$ cat config.mk
export PLATFORM = sky130hd
export DESIGN_NAME = vga_cell_timing
export DESIGN_NICKNAME = d
export VERILOG_FILES = /design/src/rtl/vga_cell_timing.sv
export SDC_FILE = /design/constraint.sdc
export NUM_CORES = 1
export LEC_CHECK = 0
export CORE_MARGIN = 5
export CORE_UTILIZATION = 35
export CTS_CLUSTER_DIAMETER = 30
export CTS_CLUSTER_SIZE = 24
export DETAILED_ROUTE_END_ITERATION = 8
export SYNTH_ARGS = -nofsm -noshare
export SYNTH_HDL_FRONTEND = slang
export SYNTH_SLANG_ARGS = --single-unit
$ cat constraint.sdc
create_clock -name clk -period 6.3 [get_ports clk]
set_input_delay 1.26 -clock clk [delete_from_list [all_inputs] [get_ports clk]]
set_output_delay 1.26 -clock clk [all_outputs]
set_load 0.01 [all_outputs]
$ cat src/rtl/vga_cell_timing.sv
// vga_cell_timing: 640x480@60 sync, pixel position and 8x12 character-cell generator.
// Frame counter and frame_tick exist only when VGA_CELL_TIMING_FRAME_EN is defined.
module vga_cell_timing #(
  parameter int H_DISPLAY = 640,
  parameter int H_FRONT   = 16,
  parameter int H_SYNC    = 96,
  parameter int H_BACK    = 48,
  parameter int V_DISPLAY = 480,
  parameter int V_FRONT   = 10,
  parameter int V_SYNC    = 2,
  parameter int V_BACK    = 33,
  parameter int CELL_H    = 12
) (
  input  logic        clk,
  input  logic        rst_n,
  output logic        hsync,
  output logic        vsync,
  output logic        display_on,
  output logic [9:0]  hpos,
  output logic [9:0]  vpos,
  output logic [6:0]  cell_x,
  output logic [2:0]  glyph_x,
  output logic [5:0]  cell_y,
  output logic [3:0]  glyph_y,
  output logic [10:0] frame,
  output logic        frame_tick
);
  localparam logic [9:0] H_MAX  = 10'(H_DISPLAY + H_FRONT + H_SYNC + H_BACK - 1);
  localparam logic [9:0] V_MAX  = 10'(V_DISPLAY + V_FRONT + V_SYNC + V_BACK - 1);
  localparam logic [9:0] H_VIS  = 10'(H_DISPLAY);
  localparam logic [9:0] V_VIS  = 10'(V_DISPLAY);
  localparam logic [9:0] HS_ON  = 10'(H_DISPLAY + H_FRONT);
  localparam logic [9:0] HS_OFF = 10'(H_DISPLAY + H_FRONT + H_SYNC);
  localparam logic [9:0] VS_ON  = 10'(V_DISPLAY + V_FRONT);
  localparam logic [9:0] VS_OFF = 10'(V_DISPLAY + V_FRONT + V_SYNC);
  localparam logic [3:0] GY_MAX = 4'(CELL_H - 1);
  logic       h_last, v_last, g_last;
  logic [9:0] h_nxt, v_nxt;
  logic [5:0] cy_nxt;
  logic [3:0] gy_nxt;
  // Flags decode the next-state counters so they line up with registered hpos/vpos.
  always_comb begin
    h_last = hpos == H_MAX;
    v_last = vpos == V_MAX;
    g_last = glyph_y == GY_MAX;
    h_nxt  = h_last ? 10'd0 : hpos + 10'd1;
    v_nxt  = h_last ? (v_last ? 10'd0 : vpos + 10'd1) : vpos;
    gy_nxt = h_last ? ((v_last || g_last) ? 4'd0 : glyph_y + 4'd1) : glyph_y;
    cy_nxt = h_last ? (v_last ? 6'd0 : (g_last ? cell_y + 6'd1 : cell_y)) : cell_y;
  end
  always_ff @(posedge clk) begin
    if (!rst_n) begin
      hpos       <= '0;
      vpos       <= '0;
      cell_y     <= '0;
      glyph_y    <= '0;
      hsync      <= 1'b1;
      vsync      <= 1'b1;
      display_on <= 1'b1;
    end else begin
      hpos       <= h_nxt;
      vpos       <= v_nxt;
      cell_y     <= cy_nxt;
      glyph_y    <= gy_nxt;
      hsync      <= !(h_nxt >= HS_ON && h_nxt < HS_OFF);
      vsync      <= !(v_nxt >= VS_ON && v_nxt < VS_OFF);
      display_on <= h_nxt < H_VIS && v_nxt < V_VIS;
    end
  end
  assign cell_x  = hpos[9:3];
  assign glyph_x = hpos[2:0];
`ifdef VGA_CELL_TIMING_FRAME_EN
  logic tick_nxt;
  // Counts entries into vsync, i.e. the wrap into line VS_ON.
  assign tick_nxt = h_last && vpos == VS_ON - 10'd1;
  always_ff @(posedge clk) begin
    if (!rst_n) begin
      frame      <= '0;
      frame_tick <= 1'b0;
    end else begin
      frame      <= frame + 11'(tick_nxt);
      frame_tick <= tick_nxt;
    end
  end
`else
  assign frame      = '0;
  assign frame_tick = 1'b0;
`endif
endmodule

Word level (Yosys, flattened, before mapping):

Index checks and enable logic that the tools add are counted.
W data, S select, Z words.

* bits in registers: 33
* input port bits: 2
* output and inout port bits: 55
* logic and storage cells: 34

* add/sub/neg operators: 4
* order comparisons: 6
* equality and inequality tests: 3
* muxes and demuxes: 6
* reduce and logical (&&, ||, !) cells: 8

Operators by type and width (number)
* $mux W10: 3
* $add A10 B1 Y10 const B: 2
* $eq A10 B10 Y1 const B: 2
* $lt A10 B10 Y1 const B: 2
* $lt A10 B9 Y1 const B: 2
* $mux W6: 2
* $ge A10 B10 Y1 const B: 1
* $ge A10 B9 Y1 const B: 1
* $add A6 B1 Y6 const B: 1
* $add A4 B1 Y4 const B: 1
* $eq A4 B4 Y1 const B: 1
* $mux W4: 1
* $logic_and A1 B1 Y1: 3
* $logic_not A1 Y1: 2
* $reduce_and A2 Y1: 1
* $reduce_bool A2 Y1: 1
* $logic_or A1 B1 Y1: 1

Depth between registers and ports, before layout:

Gate-level depths: netlist of the first run.

* depth after elaboration: 6
* mapped depth: 8
* gate-level depth less buffers: 7

Worst setup path after synthesis of the first run:

OpenSTA, ideal clock, no wires.

* path type: in2reg
* from: input rst_n
* to: register vsync
* library setup time: 0.122 ns
* arrival: 2.078 ns
* required time: 6.178 ns
* setup slack: 4.100 ns
* stages: 5
* cell sequence: clkbuf_1 nand2_1 mux2i_1 o211ai_1 a221o_1

RTL lines
* start: declaration: RTL line 15 `input logic rst_n,`
* end signal: assignment: RTL line 66 `vsync <= !(v_nxt >= VS_ON && v_nxt < VS_OFF);`
* end: declaration: RTL line 17 `output logic vsync,`

Worst setup path in the final report of the first run:

* from: register hpos[5]
* to: output cell_x[2]

RTL lines
* start: declaration: RTL line 19 `output logic [9:0] hpos,`
* start signal: assignment: RTL line 61 `hpos <= h_nxt;`
* end: declaration: RTL line 21 `output logic [6:0] cell_x,`

No word-level cell between the ends.

==> results of run 1 <==
[per-stage QoR]
| stage | power [mW] | cell area [sq um] | util, % |
|---|---|---|---|
| after floorplan | 0.236 | 2000 | - |
| after global placement | 0.237 | 2340 | 42.7 |
| after detailed placement | 0.237 | 2340 | 42.7 |
| after CTS | 0.399 | 2420 | 44.3 |
| after global routing | 0.411 | 2420 | 44.3 |
| final | 0.395 | 2420 | 44.3 |
[cells in the final DEF (no fill, tap or decap), drive strengths merged, types with 5 or more instances in the layout]
| cell type | Yosys | final |
|---|---|---|
| nor2 | 18 | 18 |
| o21ai | 9 | 9 |
| conb | 1 | 12 |
| or3 | 5 | 5 |
| nand4 | 5 | 5 |
| dfxtp | 33 | 33 |
| ha | 6 | 6 |
| nand2 | 17 | 17 |
| nor2b | 8 | 8 |
| clkbuf | 5 | 7 |
| and3 | 6 | 6 |
| xnor2 | 6 | 6 |
| clkdlybuf4s50 | 0 | 44 |
| nor4 | 7 | 7 |
| xor2 | 8 | 8 |
| a21oi | 7 | 7 |
| nand3 | 12 | 12 |
| inv | 8 | 8 |
[power by group through the flow]
stage / clock (mW) / sequential [mW] / combinational, mW
floorplan: 0 / 0.218 / 0.0176
global placement: 0 / 0.218 / 0.0191
detailed placement: 0 / 0.218 / 0.0192
CTS: 0.167 / 0.213 / 0.0193
global route: 0.176 / 0.213 / 0.0210
finish: 0.162 / 0.213 / 0.0192
[state kept, by name, summed over array words and instances, names as in the netlist]
signal      count
cell_y          6
display_on      1
hsync           1
glyph_y         4
vsync           1
hpos           10
vpos           10
[cell type report]
class,instances,area (sq um),area share (%)
Sequential cell,33,661,27.2
Timing Repair Buffer,46,455,18.8
Clock buffer,7,86.3,3.56
Inverter,8,30.0,1.24
Tap cell,72,90.1,3.72
Multi-Input combinational cell,173,1100,45.5
[kinds of logic (layout without fill, tap and decap cells)]
logic type                 after synthesis  count (layout)  synth area share, %
xor gates and xnor gates                14              14                 6.25
muxes                                    3               3                 1.60
AOI/OAI and AO/OA                       38              38                 13.6
DFF                                     33              33                 33.7
buffers and inverters                   40              61                 12.2
other                                    1              12                0.191
and+or+nand+nor                        100             100                 28.7
adders and majority gates                6               6                 3.83
[worst paths after layout]
path	cells after the start	slack, ns	endpoint
hold reg to reg	2	0.50	cell_y[5]
hold / removal	2	0.50	cell_y[5]
setup reg to reg	6	3.67	vsync
setup / recovery	1	3.55	cell_x[2]
[per-layer routing]
layer	track usage, %	vias up	part of all wire (%)
met4	4.60	0	0.99
met5	0	-	0
met2	21.5	47	46
met3	3.50	4	5.2
li1	-	856	-
met1	17.6	780	48
==> impl_metrics.toml, run 1 <==
[sta]
setup_viol = 0
fin_setup_tns_ns = 0
finalMaxSlewViolations = 0
finalWorstSetupSlack_ns = 3.55
fmax_mhz = 363
whs_ns = 0.502
skew_ns = 0.00970
final-hold-violation-count = 0
fin_crit_ns = 2.75
worst_pin_slew_ns = 0.921
slew_headroom_pct = 38.1
rsz0062_at_grt = "false"
fin_crit_sh_pct = 43.7

[clock_network]
cts_max_level = 2
clock_path_buffers = 2
cts_hold_buf = 0
clock-sinks = 33
cts_root_buf = "clkbuf_8"
cts_inserted_buffers = 5
cts_tree = "yes"
postCtsSetupBuffers = 0
post_cts_resized = 0
path_clk_slew_ns = 0.07
clk_latency_ns = 0.28

[synth]
yosysSeqAreaShare_pct = 33.7
yosysMostFrequentCell = "dfxtp_1"
async_flop_share_pct = 0
synth_warnings = 0
syn_avg_cell_area_sq_um = 8.34
synth_top_area_share_pct = 33.7
synthTopCellsByCount = "dfxtp_1 (33), buf_4 (22), nor2_1 (18)"
synth_flop_cell = "dfxtp_1"
yosys.area.top_type = "dfxtp_1"
syn_inst = 235
synthesis.area_sq_mm = 0.00196
ys_ff_latch = 33
synth.distinct_cells = 47
synth_edf_count = 0
ys_top_cells_by_area = "dfxtp_1 (34%), buf_4 (8.4%), ha_1 (3.8%)"

[detailed_routing]
vias = 1687
drc = 0
drt_iter0_drc = 72
vias_per_cell = 4.98
route.detailed.wl_per_inst_um = 13.8
wl_mm = 4.67
first_pass_iters = 4
ant_nets = 0

[placed_design]
dp_slack_ns = 3.25
gp_congestion = 0.840
dp.cells = 332
dp_hpwl_mm = 3.36
port_buffers = 44

[worst_setup_path]
crit_path_end_kind = "primary output"
path_class = "reg -> out"
crit_family = "buffers and inverters"
startpoint = "hpos[5]"
critPathBufInv = 1
arrival_ns = 1.49
reg2reg_from = "hpos[0]"
crit_fanout = 13
slowest_stage = "clkdlybuf4s50_1"
cpPeakStageDelay_ns = 0.62
crit_path_start_kind = "flip-flop"
cp_cell_sequence = "clkdlybuf4s50_1"
cp.required_ns = 5.04

[final_layout]
final_nets = 275
nFillCells = 577
antennaDiodeCount = 0
drive_gt1_share_pct = 6.37
areaGrowthSynthToFinish_pct = 23.7
fin_cells = 339

[grt]
antenna_found_initial = 0
grt_overflow = 0
grt_pass1_vias = 1652
grt_start_max_net_pins = 22
grt_first_pass_wirelength_mm = 7.96
grt_usage_pct = 13.4

[status]
status = "finished, final reports clean"

[power]
power_switching_mw = 0.0893
sequentialPowerShare_pct = 54.0
sw_frac_of_total_pct = 22.6
powerDensity_mw_per_mm2 = 163
power.static_leakage_nw = 0.859
peakVddDrop_uv = 92.8
intPower_mw = 0.305
p_clk_share_pct = 41.1
p_comb_share_pct = 4.9

[floorplan]
chipWidth_um = 84.8
dieHeight_um = 84.8
ios = 57
dieArea_sq_mm = 0.00720
start_util_pct = 35.8
core-area_sq_mm = 0.00547
rows = 27

[job]
maxCapViolCount = 0

[worst_hold_path]
hp-class = "reg -> reg"
min_from = "cell_y[5]"
(Power assumes the default switching activity.)
==> inputs of run 2 (changes only) <==
==> constraint.sdc (replaced) <==
create_clock -name clk -period 2.9 [get_ports clk]
set_input_delay 0.58 -clock clk [delete_from_list [all_inputs] [get_ports clk]]
set_output_delay 0.58 -clock clk [all_outputs]
set_load 0.01 [all_outputs]
==> run 2 against run 1 <==
Against the previous run:
- via count grew 1.9%
- clock-buffer cell count unchanged
- setup slack worse by 3.0 ns
- global-route usage down 0.27 points
- sequential share of layout area down 0.74 points
- clock skew decreased by 0.0053 ns
- largest power group unchanged
- critical path type is now reg -> reg
- die area did not move
==> impl_metrics.toml, run 2 (synthesized netlist as in run 1, its figures left out) <==
[clock_network]
post_cts_resized = 0
cts_root_buf = "clkbuf_8"
cts_tree = "yes"
clk_latency_ns = 0.28
clock-sinks = 33
cts_max_level = 2
path_clk_slew_ns = 0.07
postCtsSetupBuffers = 0
cts_inserted_buffers = 5
clock_path_buffers = 2
cts_hold_buf = 0

[worst_setup_path]
cpPeakStageDelay_ns = 0.60
rrSetupSlack_ns = 0.58
startpoint = "hpos[0]"
r2r.worst_path.cells = 7
cp_cell_sequence = "ha_1 > nand4_4 > or4_1 > buf_4 > o21ai_2 > or3_1 > nand2_1"
crit_path_start_kind = "flip-flop"
arrival_ns = 2.49
crit_path_end_kind = "flip-flop"
timing.rr.end = "cell_y[5]"
slowest_stage = "or4_1"
path_class = "reg -> reg"
crit_end = "cell_y[5]"
cp.required_ns = 3.07
cp_num_cells = 7
critPathBufInv = 1
crit_family = "simple AND/OR/NAND/NOR gates"
reg2reg_from = "hpos[0]"
crit_fanout = 15

[power]
power.static_leakage_nw = 0.899
peakVddDrop_uv = 186
fin_total_pwr_mw = 0.951
powerDensity_mw_per_mm2 = 382

[sta]
skew_ns = 0.00436
rsz0062_at_grt = "false"
fin_crit_sh_pct = 80.0
final-hold-violation-count = 0
fin_setup_tns_ns = 0
finalMaxSlewViolations = 0
fmax_mhz = 431
fin_crit_ns = 2.32
setup_viol = 0

[floorplan]
chipWidth_um = 84.8
core-area_sq_mm = 0.00547
rows = 27
start_util_pct = 35.8
dieHeight_um = 84.8
ios = 57
dieArea_sq_mm = 0.00720

[detailed_routing]
drt_iter0_drc = 91
vias_per_cell = 4.98
first_pass_iters = 4
vias = 1719
drc = 0
wl_mm = 4.66
ant_nets = 0
route.detailed.wl_per_inst_um = 13.5

[final_layout]
mostFrequentLayoutCells = "clkdlybuf4s50_1 (44), dfxtp_1 (33), nor2_1 (18)"
reg.largest.list = "hpos (10), vpos (10), cell_y (6)"
layout_commonest_cell = "clkdlybuf4s50_1"
seqCellArea_sq_um = 661
multi_input_comb_area_sq_mm = 0.00110
drive_gt1_share_pct = 8.42
areaGrowthSynthToFinish_pct = 27.1
final_nets = 280
antennaDiodeCount = 0
nFillCells = 546

[grt]
grt_usage_pct = 13.2
grt_pass1_vias = 1597
grt_start_max_net_pins = 17
antenna_found_initial = 0
grt_overflow = 0
grt_first_pass_wirelength_mm = 7.78

[worst_hold_path]
hp-class = "reg -> reg"
holdPathStages = 2

[job]
maxCapViolCount = 0

[placed_design]
port_buffers = 44
gp_congestion = 0.848
dp_hpwl_mm = 3.49

[status]
status = "finished, final reports clean"
## run 2: through the flow
stage	instance area (sq um)	hold slack, ns	util (%)	setup slack, ns	std cells
2_1_floorplan	2000	0.492	-	0.727	246
3_3_place_gp	2380	0.485	43.4	0.648	337
3_5_place_dp	2380	0.481	43.4	0.583	337
4_1_cts	2490	0.496	45.5	0.568	345
5_1_grt	2490	0.521	45.5	0.397	345
6_report	2490	0.501	45.5	0.580	345
## run 2: final cells by class
| cell class | instances | area share, % |
|---|---|---|
| Multi-Input combinational cell | 173 | 44.2 |
| Sequential cell | 33 | 26.5 |
| Timing Repair Buffer | 51 | 19.8 |
| Tap cell | 72 | 3.61 |
| Clock buffer | 7 | 3.46 |
| Clock inverter | 1 | 1.20 |
| Inverter | 8 | 1.20 |
## run 2: metal layers
metal	track usage, %	vias to the layer above	wire [um]
met5	0	-	0
met4	4.60	0	53
met3	3.01	5	270
met2	21.4	48	2240
met1	17.1	789	2090
li1	-	877	-
## run 2: tightest hold or removal path: stages (launching register included)
cell and delay (ns):
dfxtp_1 0.33, o2111ai_1 0.08, nand2_1 0.05
## run 2: worst min path at each step
| stage | startpoint | slack, ns | end |
|---|---|---|---|
| final | cell_y[5] | 0.50 | cell_y[5] |
| after global routing | cell_y[5] | 0.52 | cell_y[5] |
| after CTS | cell_y[5] | 0.50 | cell_y[5] |
| after detailed placement | cell_y[5] | 0.48 | cell_y[5] |
| after global placement | cell_y[5] | 0.49 | cell_y[5] |
| after floorplan | cell_y[5] | 0.49 | cell_y[5] |
## run 2: power by group
group          internal, mW  switching, mW
combinational        0.0191         0.0242
clock                 0.280          0.165
sequential            0.457        0.00620
==> inputs of run 3 (changes only) <==
==> constraint.sdc (replaced) <==
create_clock -name clk -period 2.1 [get_ports clk]
set_input_delay 0.42 -clock clk [delete_from_list [all_inputs] [get_ports clk]]
set_output_delay 0.42 -clock clk [all_outputs]
set_load 0.01 [all_outputs]
==> run 3 against run 2 <==
Against the previous run:
- first-iteration DRC count increased by 35%
- critical endpoint is now vsync
- core utilization increased by 3.4 points
- largest power group unchanged
- sequential share of layout area decreased by 1.6 points
- highest routed layer unchanged
- total power increased by 40%
- clock-buffer cell count unchanged
==> impl_metrics.toml, run 3 (synthesized netlist as in run 1, its figures left out) <==
[grt]
grt_util_met3_pct = 4.27
grt_usage_pct = 14.0
antenna_found_initial = 0
grt_first_pass_wirelength_mm = 8.29
grt_overflow = 0
top_usage_layer = "met2"
grt_pass1_vias = 1724
grt_util_met2_pct = 22.3
grt_start_max_net_pins = 20
grtUsageMet1_pct = 18.0

[clock_network]
clock_path_buffers = 2
cts_root_buf = "clkbuf_8"
cts_max_level = 2
path_clk_slew_ns = 0.07
cts_tree = "yes"
clock-sinks = 33
cts_inserted_buffers = 5
clk_latency_ns = 0.28

[final_layout]
mostFrequentLayoutCells = "clkdlybuf4s50_1 (44), dfxtp_1 (29), buf_4 (27)"
reg.largest.list = "hpos (10), vpos (10), cell_y (6)"
drive_gt1_share_pct = 17.7
areaGrowthSynthToFinish_pct = 36.6
antennaDiodeCount = 0
final_nets = 300
fin_util_pct = 48.9
layout_commonest_cell = "clkdlybuf4s50_1"

[placed_design]
dp_hpwl_mm = 3.70
port_buffers = 44
dp_slack_ns = 0.0654
gp_congestion = 0.791

[worst_setup_path]
cpPeakStageDelay_ns = 0.61
cp_cell_sequence = "or4b_2 > nor4_1 > a32o_1 > o211ai_1 > a221o_1"
reg2reg_from = "vpos[4]"
rrSetupSlack_ns = 0.14
cp.required_ns = 2.27
crit_path_end_kind = "flip-flop"
critPathBufInv = 0
crit_path_start_kind = "flip-flop"
crit_family = "simple AND/OR/NAND/NOR gates"
r2r.worst_path.cells = 5
crit_fanout = 10
path_class = "reg -> reg"
arrival_ns = 2.13
slowest_stage = "or4b_2"
timing.rr.end = "vsync"

[detailed_routing]
drt_iter0_drc = 123
vias = 1809
drc = 0
vias_per_cell = 4.96
ant_nets = 0
route.detailed.wl_per_inst_um = 13.7
first_pass_iters = 5
wl_mm = 4.99

[job]
maxCapViolCount = 0

[power]
fin_total_pwr_mw = 1.33
p_clk_share_pct = 46.5
sequentialPowerShare_pct = 47.9
power.static_leakage_nw = 1.00
sw_frac_of_total_pct = 20.7
power_switching_mw = 0.275
intPower_mw = 1.05
powerDensity_mw_per_mm2 = 496
p_comb_share_pct = 5.6
peakVddDrop_uv = 252

[sta]
skew_ns = 0.00529
finalMaxSlewViolations = 0
fin_setup_tns_ns = 0
final-hold-violation-count = 0
setup_viol = 0
fin_crit_sh_pct = 93.5
fmax_mhz = 509
rsz0062_at_grt = "false"
fin_crit_ns = 1.96
finalWorstSetupSlack_ns = 0.137

[worst_hold_path]
hold-path-endpoint = "cell_y[5]"
min_from = "cell_y[5]"
hp-class = "reg -> reg"
holdPathStages = 2

[floorplan]
rows = 27
chipWidth_um = 84.8
start_util_pct = 35.8
core-area_sq_mm = 0.00547
dieArea_sq_mm = 0.00720
ios = 57
dieHeight_um = 84.8

[status]
status = "finished, final reports clean"
==> run 3: changes by cell type in the layout (fill, tap and decap cells not counted) <==
cell | previous run | this run
buf_4 | 7 | 27
dfxtp_1 | 33 | 29
dfxtp_2 | 0 | 4
ha_1 | 6 | 4
ha_2 | 0 | 1
ha_4 | 0 | 1
nor3_1 | 4 | 3
nor3_2 | 0 | 1
nor4_1 | 6 | 5
nor4_2 | 1 | 2
or4_1 | 2 | 1
or4_4 | 0 | 1
==> run 3: what timing repair did <==
| action | CTS | global route |
|---|---|---|
| hold buffers | 0 | 0 |
| endpoints found under the setup margin | 0 | 6 |
| buffers inserted | 0 | 2 |
| resized for setup | 0 | 4 |
| endpoints found under the hold margin | 0 | 0 |
==> run 3: worst max-delay path by stage <==
stage               slack, ns         end  startpoint  cells after the start
CTS                      0.04  display_on     hpos[0]                      7
detailed placement       0.07  display_on     hpos[0]                      7
global placement          0.1   cell_y[5]     vpos[0]                      9
floorplan                0.04       vsync     hpos[0]                      7
global route            0.002       vsync     vpos[6]                      5
finish                   0.14       vsync     vpos[4]                      5
==> run 3: power groups by stage <==
stage               registers (mW)  logic [mW]  clock network [mW]
finish                       0.636      0.0745               0.617
global route                 0.636      0.0816               0.677
CTS                          0.634      0.0745               0.633
detailed placement           0.649      0.0744                   0
global placement             0.648      0.0742                   0
floorplan                    0.655      0.0532                   0
==> run 3: cell type report <==
type                            instances  area, sq um
Clock buffer                            7         86.3
Clock inverter                          1         30.0
Fill cell                             543         2800
Inverter                                8         30.0
Multi-Input combinational cell        173         1130
Sequential cell                        33          666
Tap cell                               72         90.1
Timing Repair Buffer                   71          643
==> run 3: per-layer routing <==
layer	wire length (um)	share of wire [%]
met1	2340	47
met2	2340	47
met3	244	4.9
met4	70	1.4
met5	0	0
==> run 3: stage by stage <==
step                cell area (sq um)  hold slack [ns]  instances
detailed placement               2520            0.481        355
finish                           2680            0.498        365
floorplan                        2010            0.468        246
global route                     2680            0.550        365
CTS                              2640            0.496        363
global placement                 2520            0.490        355
==> run 3: worst min-delay path, stage by stage, from the launching register on <==
cell and delay [ns]:
dfxtp_1 0.33, o2111ai_1 0.08, nand2_1 0.05
